## src/rtl/seg_scan_pkg.sv

```systemverilog
// Shared definitions for the 4-digit display scan controller.
package seg_scan_pkg;

   localparam int NUM_DIGITS = 4;

   typedef enum logic [1:0] {
      ST_IDLE  = 2'd0,
      ST_BLANK = 2'd1,
      ST_SHOW  = 2'd2
   } state_t;

endpackage

```

## src/rtl/seg_scan_next_idx.sv

```systemverilog
// Cyclic search for the next enabled digit strictly after cur_idx.
// With cur_idx=3 the result is the lowest set bit of mask.
module scan_next_idx
   import seg_scan_pkg::*;
(
   input  logic [1:0] cur_idx,
   input  logic [3:0] mask,
   output logic [1:0] next_idx,
   output logic       wrap,
   output logic       none
);

   logic       found;
   logic [1:0] cand;

   always_comb begin
      next_idx = cur_idx;
      found    = 1'b0;
      cand     = cur_idx;
      for (int k = 1; k <= NUM_DIGITS; k++) begin
         cand = cur_idx + 2'(k);
         if (!found && mask[cand]) begin
            next_idx = cand;
            found    = 1'b1;
         end
      end
   end

   assign none = (mask == 4'b0000);
   // A single-digit mask lands back on cur_idx, which also counts as a wrap.
   assign wrap = !none && (next_idx <= cur_idx);

endmodule

```

## src/rtl/seg_scan_ctrl.sv

```systemverilog
// Time-multiplexed scan controller driving a 2-to-4 active-low digit decoder,
// with per-slot blanking, masked-digit skipping and a frame-wrap pulse.
module seg_scan_ctrl
   import seg_scan_pkg::*;
#(
   parameter int CLK_DIV      = 4,
   parameter int BLANK_CYCLES = 1
) (
   input  logic        clk,
   input  logic        rst,
   input  logic        en,
   input  logic [3:0]  digit_mask,
   input  logic [15:0] data_in,
   output logic        sel_a,
   output logic        sel_b,
   output logic        dec_en,
   output logic [3:0]  nibble_out,
   output logic        frame_tick
);

   localparam int              CNT_W      = $clog2(CLK_DIV);
   localparam logic [CNT_W-1:0] CNT_LAST   = CNT_W'(CLK_DIV - 1);
   localparam logic [CNT_W-1:0] BLANK_LAST = CNT_W'(BLANK_CYCLES - 1);
   localparam state_t          SLOT_START = (BLANK_CYCLES == 0) ? ST_SHOW : ST_BLANK;

   state_t           state, state_n;
   logic [1:0]       idx, idx_n;
   logic [CNT_W-1:0] cnt, cnt_n;
   logic             kill, kill_n;
   logic [1:0]       sel_n;
   logic [3:0]       nib_n;
   logic             dec_n, frame_n;

   logic [1:0] srch_cur, srch_next;
   logic       srch_wrap, srch_none;

   // From IDLE the search starts "after digit 3" so it returns the lowest set bit.
   assign srch_cur = (state == ST_IDLE) ? 2'd3 : idx;

   scan_next_idx u_next (
      .cur_idx  (srch_cur),
      .mask     (digit_mask),
      .next_idx (srch_next),
      .wrap     (srch_wrap),
      .none     (srch_none)
   );

   always_comb begin
      state_n = state;
      idx_n   = idx;
      cnt_n   = cnt + 1'b1;
      kill_n  = kill | ~digit_mask[idx];
      frame_n = 1'b0;

      case (state)
         ST_IDLE: begin
            cnt_n  = '0;
            kill_n = 1'b0;
            if (en && !srch_none) begin
               state_n = SLOT_START;
               idx_n   = srch_next;
            end
         end
         ST_BLANK: begin
            if (cnt == BLANK_LAST) state_n = ST_SHOW;
         end
         ST_SHOW: begin
            if (cnt == CNT_LAST) begin
               cnt_n  = '0;
               kill_n = 1'b0;
               if (srch_none) begin
                  state_n = ST_IDLE;
               end else begin
                  state_n = SLOT_START;
                  idx_n   = srch_next;
                  frame_n = srch_wrap;
               end
            end
         end
         default: begin
            state_n = ST_IDLE;
            cnt_n   = '0;
            kill_n  = 1'b0;
         end
      endcase

      if (state != ST_IDLE && !en) begin
         state_n = ST_IDLE;
         idx_n   = idx;
         cnt_n   = '0;
         kill_n  = 1'b0;
         frame_n = 1'b0;
      end

      // Outputs are registered from next-state values so they line up with the state.
      dec_n = !(state_n == ST_SHOW && !kill_n);
      sel_n = {sel_b, sel_a};
      nib_n = nibble_out;
      if (state_n != ST_IDLE) begin
         sel_n = idx_n;
         nib_n = data_in[{idx_n, 2'b00} +: 4];
      end
   end

   always_ff @(posedge clk) begin
      if (rst) begin
         state      <= ST_IDLE;
         idx        <= 2'd0;
         cnt        <= '0;
         kill       <= 1'b0;
         sel_a      <= 1'b0;
         sel_b      <= 1'b0;
         dec_en     <= 1'b1;
         nibble_out <= 4'h0;
         frame_tick <= 1'b0;
      end else begin
         state      <= state_n;
         idx        <= idx_n;
         cnt        <= cnt_n;
         kill       <= kill_n;
         sel_a      <= sel_n[0];
         sel_b      <= sel_n[1];
         dec_en     <= dec_n;
         nibble_out <= nib_n;
         frame_tick <= frame_n;
      end
   end

endmodule

```

## config.mk

```make
export PLATFORM = sky130hd
export DESIGN_NAME = seg_scan_ctrl
export DESIGN_NICKNAME = d
export VERILOG_FILES = /design/src/rtl/seg_scan_pkg.sv /design/src/rtl/seg_scan_next_idx.sv /design/src/rtl/seg_scan_ctrl.sv
export SDC_FILE = /design/constraint.sdc
export NUM_CORES = 1
export LEC_CHECK = 0
export ABC_AREA = 1
export BUFFER_PORTS_ARGS = -buffer_cell sky130_fd_sc_hd__buf_2
export CAP_MARGIN = 20
export CORE_UTILIZATION = 30
export CTS_CLUSTER_SIZE = 8
export DETAILED_ROUTE_END_ITERATION = 12
export GPL_TIMING_DRIVEN = 0
export PLACE_DENSITY = 0.52
export SYNTH_ARGS = -nofsm -noshare
export SYNTH_HDL_FRONTEND = slang
export SYNTH_SLANG_ARGS = --single-unit
export TNS_END_PERCENT = 30
```

## constraint.sdc

```tcl
create_clock -name clk -period 5.2 [get_ports clk]
set_clock_uncertainty 0.05 [all_clocks]
set_input_delay 0 -clock clk [delete_from_list [all_inputs] [get_ports clk]]
set_output_delay 0 -clock clk [all_outputs]
set_load 0.005 [all_outputs]
```

==> metrics, run 1 <==
Final period util=about half; P_int=between 0.4 and 0.5 mW; Yosys top cell area share=between 20% and 30%; I/O pin cnt=31; Detailed Route Iter0 Violations=a little under 50; fin crit period=approximately 2.6 ns; multi-input logic area=837 um^2; worst slew pin tran=between 0.3 and 0.4 ns; crit path kind=flip-flop to flip-flop; Clk pwr share=around 10%; Clock Latency Late Sink=0.25 ns; Initial Util=around a third; WP data required=between 5 and 6 ns; commonest non-fill, non-tap cell in the layout=nand2_1; DP Wirelength=~2400 um; Slew headroom=about 76%; IO Port Bufs=30; DRT Pass-1 Iters=5; clock-pin slew on the worst setup and hold paths=~0.070 ns; sequential area share after synthesis=about a quarter; switching power share of the total=a little over half; synthesized area=~0.0013 mm^2; gr ovfl total=0; final instance area=0.00155 mm^2; total number of vias=about 1300; yosys warns=0; largest net degree at the start of global routing=11; WL final=about 3000 um; Synth Register Bits=15; Resized Gates After CTS=0; Die Height=between 60 and 70 um; Avg Inst Size Synth=between 6 and 7 um^2; Worst Setup Slack, final=~2.6 ns; Pwr Total=approximately 0.99 mW; HP Class=input port to flip-flop; final routed DRC violation total=0; sequential share of power=between 15 and 20%; Diodes inserted=0; pre-CTS WS=approximately 2.6 ns; Fillers=463; global-route wire length before repair=4960 um; count of pins over their slew limit=0; pwr/cell area=638 mW/mm^2; Startpoint Class=flip-flop; Worst Path Arrival=2.67 ns; Max VDD drop=0.258 mV; Setup TNS Final=0 ns; CTS buffer count=3; Highest Clock Rate=a little under 400 MHz; Rows=23; Die Wd=67.2 um; Synth Instances=around 200; Comb pwr share=between 70% and 80%; Leak Pwr=~0.80 nW; status=complete, no violations; WHS=roughly 0.028 ns; cell taking the most area after synthesis=dfxtp_1; unrepaired setup endpoints after global routing=false; Area Growth Syn to Fin=21.3%; core area=~0.004 mm^2; antenna violations before repair=0; Post-DRT Antenna Nets=0; DP Area=roughly 0.0015 mm^2; ys async rst share=0%; share of layout cells above drive strength 1=26.2%; CP Capture Type=flip-flop; Syn Nets=between 200 and 250; commonest non-fill, non-tap cells in the layout=nand2_1 (60), buf_2 (30), inv_1 (25), nor2_1 (17), nand3_1 (16); clk sink count=15; Most used DFF post-synth=dfxtp_1; die area=0.00451 mm^2; Final Setup Violations=0; largest cells by area after synthesis=dfxtp_1 (24%), nand2_1 (18%), inv_1 (7.4%), ha_1 (6.9%), nand2_2 (6.4%); Vias/cell=about 4.6; CTS tree=yes; hold buffers post-CTS=1; Max H-tree Level=1; Final Hold Vio Count=0; final RePlAce weighted congestion=between 0.7 and 0.8; number of enable flip-flop cells after synthesis=0; CTS max path bufs=2; root buf cell=clkbuf_8; nets=approximately 270; Netlist cell types=27; Net Switching=around 0.53 mW; max_cap viols=0; register area=300 um^2; Post-CTS Setup Bufs=0; DR WL/cell=10.4 um; Total GRT Usage=between 10% and 20%; Max Fanout on Critical Path=10; number of global-route vias before repair=1146
-- power groups by stage --
stage          logic (mW)  clock network [mW]  registers, mW
2_1_floorplan       0.577                   0          0.169
3_5_place_dp        0.730                   0          0.170
4_1_cts             0.736               0.102          0.168
3_3_place_gp        0.727                   0          0.171
5_1_grt             0.836               0.106          0.171
6_report            0.720              0.0981          0.167
-- Yosys cell counts (3+ instances only) --
cell type   n
nand2_1    60
inv_1      25
nor2_1     17
nand3_1    16
dfxtp_1    15
nand2_2    13
o21ai_0    13
a21oi_1     9
ha_1        7
o21bai_1    3
-- flip-flops by register name (all words and copies together), names as in the netlist --
register and count:
sel_a 1, frame_tick 1, cnt 2, state 2, dec_en 1, idx 2
kill 1, nibble_out 4, sel_b 1
-- layer usage --
metal | vias to the layer above | part of all wire, % | routed length (um) | GRT usage, %
li1 | 714 | - | - | -
met1 | 574 | 49 | 1460 | 19.9
met2 | 20 | 48 | 1420 | 23.5
met3 | 2 | 2.6 | 76 | 2.03
met4 | 0 | 0.50 | 15 | 3.99
met5 | - | 0 | 0 | 0
-- kinds of logic after synthesis --
logic type / after synthesis / share of synthesized area, %
simple gates: 118 / 44.2
fa+ha+maj: 7 / 6.87
flops: 15 / 23.6
buf+inv: 31 / 10.8
compound gates: 31 / 14.6
-- critical path, stage by stage (launching register included) --
cell and delay [ns]:
dfxtp_1 0.39, inv_1 0.08, ha_1 0.20, buf_6 0.15, nor2_8 0.18, nand2_1 0.07
nand2_1 0.09, nand2_1 0.07, nand2_2 0.08, nand2_1 0.05, nand2_1 0.10, nand2_2 0.08
nand2_1 0.10, nand2_1 0.07, ha_1 0.29, nand3_1 0.07, a2111oi_0 0.34
-- area by class of cell --
type                       count  area share, %
multi-input combinational    156           54.1
timing repair buffer          31           10.4
inverter                      28           6.96
sequential                    15           19.4
tap                           50           4.05
clock buffer                   3           2.67
buffer                         3           1.94
clock inverter                 1          0.485
-- through the flow --
| stage | util, % | std cells |
|---|---|---|
| after detailed placement | 36.9 | 282 |
| final | 38.4 | 287 |
| after CTS | 38.4 | 287 |
| after floorplan | - | 202 |
| after global placement | 36.9 | 282 |
| after global routing | 38.4 | 287 |
-- final timing paths --
| kind | depth (start not counted) | startpoint | slack, ns | to |
|---|---|---|---|---|
| min | 5 | data_in[0] | 0.03 | nibble_out[0] |
| max | 16 | state[0] | 2.61 | frame_tick |
| min reg2reg | 1 | cnt[0] | 0.40 | cnt[0] |
| max reg2reg | 16 | state[0] | 2.61 | frame_tick |
Note: power is estimated with default switching activity, not from simulation.
==> inputs of run 2 (changes only) <==
--- a/config.mk
+++ b/config.mk
@@ -12,7 +12,7 @@
 export CTS_CLUSTER_SIZE = 8
 export DETAILED_ROUTE_END_ITERATION = 12
 export GPL_TIMING_DRIVEN = 0
-export PLACE_DENSITY = 0.52
+export PLACE_DENSITY = 0.54
 export SYNTH_ARGS = -nofsm -noshare
 export SYNTH_HDL_FRONTEND = slang
 export SYNTH_SLANG_ARGS = --single-unit
==> constraint.sdc (replaced) <==
create_clock -name clk -period 2.09 [get_ports clk]
set_clock_uncertainty 0.05 [all_clocks]
set_input_delay 0 -clock clk [delete_from_list [all_inputs] [get_ports clk]]
set_output_delay 0 -clock clk [all_outputs]
set_load 0.005 [all_outputs]
==> run 2 against run 1 <==
  * The flow now finishes with violations (setup timing)
  * Die area did not move
  * Register-to-register slack got worse by 2.7 ns
  * Power grew to 3.4 times the previous value
  * Routed wire length grew 13%
  * Combinational power rose to 3.7 times the previous value
  * Sequential share of layout area shrank 3.1 points
  * Hold slack worse by 0.0020 ns
  * Critical path depth grew 2
  * Via count up 6.6%
  * Worst setup slack worse by 2.7 ns
  * Largest power group unchanged
==> metrics, run 2 (synthesized netlist as in run 1, its figures left out) <==
status=finished, violations left; violated checks=setup timing; Biggest register=nibble_out; Worst Setup Slack, final=-0.133 ns (-2.74 ns); number of global-route vias before repair=1245 (+8.6%); M2 GR Usage=27.9% (+4.4 points); Area Growth Syn to Fin=45.4%; critical path's most frequent cell=nand2_2; pwr/cell area=1790 mW/mm^2 (+180%); Worst Path Arrival=2.33 ns (-0.34 ns); CTS max path bufs=2 (unchanged); I/O pin cnt=31 (unchanged); count of pins over their slew limit=0 (unchanged); max_cap viols=0 (unchanged); DR WL/cell=11.2 um (+7.9%); WL final=3350 um (+13%); global-route wire length before repair=5510 um (+11%); die area=0.00451 mm^2 (unchanged); unrepaired setup endpoints after global routing=true; Highest Clock Rate=450 MHz (+17%); switching power share of the total=53.0% (-0.31 points); clock-pin slew on the worst setup and hold paths=0.07 ns (about the same); Vias/cell=4.66 (+2.0%); Net Switching=1.76 mW (+230%); Detailed Route Iter0 Violations=43 (-12%); sequential share of power=12.7% (-4.3 points); max FFs per register=4 (unchanged); CP max-delay cell=dfxtp_2; commonest non-fill, non-tap cells in the layout=nand2_1 (44), buf_2 (30), nand2_2 (23), inv_1 (21), nor2_1 (16); root buf cell=clkbuf_8; antenna violations before repair=0 (unchanged); core area=0.00403 mm^2 (unchanged); final RePlAce weighted congestion=0.758 (-4.1%); fin crit period=2.22 ns (-0.367 ns); worst path cell trace=inv_2 -> ha_4 -> nor2_4 -> nand2_1 -> nand2_1 -> nand2_1 -> nand2_2 -> nor2_2 -> nand2_2 -> nand2_2 -> nand2_2 -> buf_4 -> nand3_2 -> nand2_4 -> a21oi_4 -> nand2_2 -> o21bai_1 -> nor2_1; Clock Latency Late Sink=0.25 ns (about the same); Die Wd=67.2 um (unchanged); DRT Pass-1 Iters=4 (-1); pre-CTS WS=-0.332 ns (-2.91 ns); Slew headroom=76.1% (-0.12 points); Diodes inserted=0 (unchanged); share of layout cells above drive strength 1=43.6% (+17 points); Startpoint Class=flip-flop; WP data required=2.19 ns (-3.09 ns); nets=281 (+4.9%); Clk pwr share=7.6% (-2.4 points); Max Fanout on Critical Path=6 (-4); Final Util=46.0% (+7.6 points); met3 usage=3.72% (+1.7 points); CP Capture Type=flip-flop; final routed DRC violation total=0 (unchanged); DP Wirelength=2410 um (-0.36%); gr busiest metal=met2; total number of vias=1397 (+6.6%); Final Hold Vio Count=0 (unchanged); Comb pwr share=79.6% (+6.5 points); Rows=23 (unchanged); P_int=1.56 mW (+240%); crit path kind=flip-flop to flip-flop; clk sink count=15 (unchanged); gr ovfl total=0 (unchanged); CTS buffer count=3 (unchanged); Crit path largest cell delay=0.32 ns (-0.07 ns); Final Setup Violations=5 (+5); Post-DRT Antenna Nets=0 (unchanged); largest net degree at the start of global routing=11 (unchanged); Max H-tree Level=1 (unchanged); Total GRT Usage=16.4% (+1.9 points); Die Height=67.2 um (unchanged); IO Port Bufs=30 (unchanged); CTS tree=yes; Leak Pwr=0.902 nW (+13%); WHS=0.0257 ns (-0.00201 ns); Final period util=106% (+57 points); worst slew pin tran=0.357 ns (+0.00424 ns); Max VDD drop=0.787 mV (+200%); commonest non-fill, non-tap cell in the layout=nand2_1; HP Class=input port to flip-flop; Initial Util=31.6% (unchanged); met1 Track Usage GR=20.4% (+0.43 points)
==> run 2: final cells by class <==
type                       instances  area, um^2
tap                               50        62.6
inverter                          28         113
timing repair buffer              43         254
multi-input combinational        158        1050
clock inverter                     1        7.51
fill                             435        2170
sequential                        15         303
clock buffer                       3        41.3
buffer                             2        22.5
==> run 2: worst paths after layout <==
check,slack [ns],cells after the start,endpoint,from
setup / recovery,-0.13,18,nibble_out[3],state[0]
hold / removal,0.03,5,nibble_out[0],data_in[0]
setup reg to reg,-0.13,18,nibble_out[3],state[0]
hold reg to reg,0.41,1,cnt[0],cnt[0]
==> run 2: repair_timing <==
item | CTS | global route
endpoints found under the setup margin | 5 | 8
resized for setup | 17 | 29
pin swaps | 18 | 13
hold buffers | 1 | 0
cloned | 2 | 0
buffers inserted | 10 | 2
hold endpoints to repair | 6 | 0
==> run 2: routing by layer <==
layer  part of all wire (%)  vias up  routed length [um]
met5                      0        -                   0
met4                    1.1        0                  38
met3                    4.0        4                 133
met2                     49       33                1630
met1                     46      619                1550
li1                       -      741                   -
==> run 2: power by group through the flow <==
stage | Clock (mW) | Sequential, mW | Combinational, mW
4_1_cts | 0.256 | 0.419 | 2.28
3_3_place_gp | 0 | 0.433 | 1.86
5_1_grt | 0.265 | 0.429 | 2.93
3_5_place_dp | 0 | 0.431 | 1.85
6_report | 0.254 | 0.422 | 2.64
2_1_floorplan | 0 | 0.427 | 1.48
==> run 2: through the flow <==
step                      instances  area (um^2)  TNS [ns]  power, mW
final                           300         1850    -0.567       3.32
after global routing            300         1850     -1.35       3.63
after CTS                       298         1710    -0.357       2.96
after detailed placement        282         1510    -0.963       2.28
after global placement          282         1510    -0.884       2.29
after floorplan                 202         1300    -0.119       1.91
==> run 2: worst max-delay path: cells and delay by family (launching register included) <==
family	cells	cell delay, ns
simple gates	13	1.00
buf+inv	2	0.20
compound gates	2	0.29
flops	1	0.32
fa+ha+maj	1	0.25
==> inputs of run 3 (changes only) <==
--- a/config.mk
+++ b/config.mk
@@ -12,8 +12,9 @@
 export CTS_CLUSTER_SIZE = 8
 export DETAILED_ROUTE_END_ITERATION = 12
 export GPL_TIMING_DRIVEN = 0
-export PLACE_DENSITY = 0.54
+export PLACE_DENSITY = 0.53
 export SYNTH_ARGS = -nofsm -noshare
 export SYNTH_HDL_FRONTEND = slang
+export SYNTH_HIERARCHICAL = 1
 export SYNTH_SLANG_ARGS = --single-unit
 export TNS_END_PERCENT = 30
==> run 3 against run 2 <==
  * The run still ends with setup timing left
  * Sequential power fell by 19%
  * First-iteration DRC count rose by 33%
  * Clock power fell by 3%
  * Final area rose by 0.41%
  * Maximum frequency fell by 8.4%
  * Power fell by 58%
==> metrics, run 3 <==
status=finished, violations left; violated checks=setup timing; crit path kind=flip-flop to flip-flop; worst path cell trace=inv_2 -> ha_4 -> inv_4 -> nand2_4 -> buf_8 -> clkinv_8 -> nand2_4 -> nand2_4 -> nand2_4 -> nand3_2 -> nand2_1 -> nand2_1 -> nor2_1 -> nor2_2 -> ha_1 -> inv_1 -> nor2_1 -> o21ai_1 -> nand2b_1 -> inv_1 -> nor3b_2; CTS max path bufs=2 (unchanged); sequential area share after synthesis=22.3% (-1.2 points); largest net degree at the start of global routing=11 (unchanged); antenna violations before repair=0 (unchanged); nets=299 (+6.4%); Final period util=116% (+9.8 points); gr ovfl total=0 (unchanged); Final Util=44.9% (-1.1 points); I/O pin cnt=31 (unchanged); Die Height=69.0 um (+2.7%); Post-DRT Antenna Nets=0 (unchanged); fin crit period=2.43 ns (+0.204 ns); Worst Path Arrival=2.50 ns (+0.17 ns); Final Hold Vio Count=0 (unchanged); Pwr Total=1.41 mW (-58%); DP Area=0.00160 mm^2 (+6.1%); Biggest register=nibble_out; Die Wd=69.0 um (+2.7%); Slew headroom=69.7% (-6.4 points); CP max-delay cell=dfxtp_2; Diodes inserted=0 (unchanged); Clock Latency Late Sink=0.25 ns (about the same); CTS buffer count=3 (unchanged); Max H-tree Level=1 (unchanged); Detailed Route Iter0 Violations=57 (+33%); DR WL/cell=10.5 um (-5.6%); Setup TNS Final=-1.83 ns (-1.27 ns); Initial Util=32.5% (+0.84 points); Total GRT Usage=15.1% (-1.3 points); total number of vias=1415 (+1.3%); most common cell in the synthesized netlist=nand2_1; Yosys top cell area share=22.3% (-1.2 points); DRT Pass-1 Iters=4 (unchanged); WP data required=2.17 ns (-0.02 ns); commonest non-fill, non-tap cells in the layout=nand2_1 (54), inv_1 (30), buf_2 (30), nand3_1 (18), nor2_1 (16); max FFs per register=4 (unchanged); pwr/cell area=757 mW/mm^2 (-58%); Worst Path Buf+Inv=6 (+4); final RePlAce weighted congestion=0.758 (about the same); largest cells by area after synthesis=dfxtp_1 (22%), nand2_1 (17%), inv_1 (9.5%), ha_1 (8.4%), nand2_2 (7.4%); synthesized area=0.00135 mm^2 (+5.6%); yosys warns=6 (+6); ys async rst share=0% (unchanged); die area=0.00476 mm^2 (+5.4%); commonest cells in the netlist=nand2_1 (61), inv_1 (34), nand3_1 (20), nor2_1 (17), nand2_2 (16); Max VDD drop=0.349 mV (-56%); Most used DFF post-synth=dfxtp_1; clock-pin slew on the worst setup and hold paths=0.07 ns (about the same); Fillers=471 (+8.3%); core area=0.00414 mm^2 (+2.9%); CP Capture Type=flip-flop; crit-path leading delay family=simple AND/OR/NAND/NOR gates; WL final=3330 um (-0.57%); Leak Pwr=1.03 nW (+14%); final routed DRC violation total=0 (unchanged); commonest non-fill, non-tap cell in the layout=nand2_1; final instance area=0.00186 mm^2 (+0.41%); Syn Nets=250 (+7.8%); IO Port Bufs=30 (unchanged); Final Setup Violations=9 (+4); global-route wire length before repair=5420 um (-1.8%); Worst Setup Slack, final=-0.337 ns (-0.204 ns); max_cap viols=0 (unchanged); Synth Instances=218 (+7.9%); Crit path largest cell delay=0.33 ns (about the same); Netlist cell types=26 (-3.7%); DP Wirelength=2410 um (+0.17%); share of layout cells above drive strength 1=38.0% (-5.6 points); Highest Clock Rate=412 MHz (-8.4%); Vias/cell=4.48 (-3.8%); number of enable flip-flop cells after synthesis=0 (unchanged); HP Class=input port to flip-flop; CTS tree=yes; number of global-route vias before repair=1265 (+1.6%); critical path's most frequent cell=nand2_4; Synth Register Bits=15 (unchanged); Max Fanout on Critical Path=6 (unchanged); clk sink count=15 (unchanged); Startpoint Class=flip-flop; cell taking the most area after synthesis=dfxtp_1; unrepaired setup endpoints after global routing=true; Avg Inst Size Synth=6.18 um^2 (-2.2%); root buf cell=clkbuf_8; count of pins over their slew limit=0 (unchanged); Area Growth Syn to Fin=38.3%; worst slew pin tran=0.449 ns (+0.0930 ns); Rows=23 (unchanged)
==> run 3: stage by stage <==
| step | setup WS [ns] | std cells | hold WS (ns) |
|---|---|---|---|
| global route | -0.492 | 316 | 0.0217 |
| floorplan | -0.127 | 218 | 0.0150 |
| finish | -0.337 | 316 | 0.00675 |
| detailed placement | -0.453 | 298 | 0.212 |
| global placement | -0.474 | 298 | 0.209 |
| CTS | -0.320 | 308 | 0.00803 |
==> run 3: cell type report <==
type                       count  area (um^2)  share of cell area (%)
clock buffer                   3         41.3                    2.22
inverter                      41          171                    9.21
sequential                    15          303                    16.3
buffer                         1         15.0                   0.806
timing repair inverter         1         8.76                   0.470
tap                           50         62.6                    3.36
clock inverter                 1         7.51                   0.403
multi-input combinational    162          992                    53.3
timing repair buffer          42          260                    14.0
==> run 3: per-layer routing <==
layer	share of wire [%]	track usage, %	up-vias
met2	49	25.0	30
met3	3.6	3.45	4
met1	47	19.8	608
met4	0.54	3.06	0
li1	-	-	773
met5	0	0	-
==> run 3: cell families (layout without fill, tap and decap cells) <==
group                      after synthesis  after routing  synth area share, %
and+or+nand+nor                        133            134                 48.5
AOI/OAI and AO/OA                       19             19                 7.99
adders and majority gates                9              9                 8.36
DFF                                     15             15                 22.3
buffers and inverters                   42             89                 12.8
==> run 3: repair_timing <==
action                                 CTS  global route
endpoints found under the hold margin    6             0
setup endpoints to repair                9             9
resized for setup                        4            16
pin swaps                                4            12
hold buffers                             1             0
buffers inserted                         4             6
gates cloned                             1             2
==> run 3: worst min-delay path: stages <==
cell	delay, ns
buf_2	0.07
nand2_1	0.04
nand2_1	0.05
nor2_1	0.03
nor2_1	0.08
==> run 3: path summary, 6_finish.rpt <==
kind / start / to / slack [ns] / depth (start not counted)
min: data_in[9] / nibble_out[1] / 0.007 / 5
max reg2reg: state[1] / frame_tick / -0.34 / 21
min reg2reg: sel_b / sel_b / 0.44 / 2
max: state[1] / frame_tick / -0.34 / 21
==> run 3: power by group <==
part | internal (mW) | total (mW) | switching, mW
Clock | 0.134 | 0.247 | 0.113
Combinational | 0.343 | 0.819 | 0.476
Sequential | 0.323 | 0.343 | 0.0202
Total | 0.800 | 1.41 | 0.610
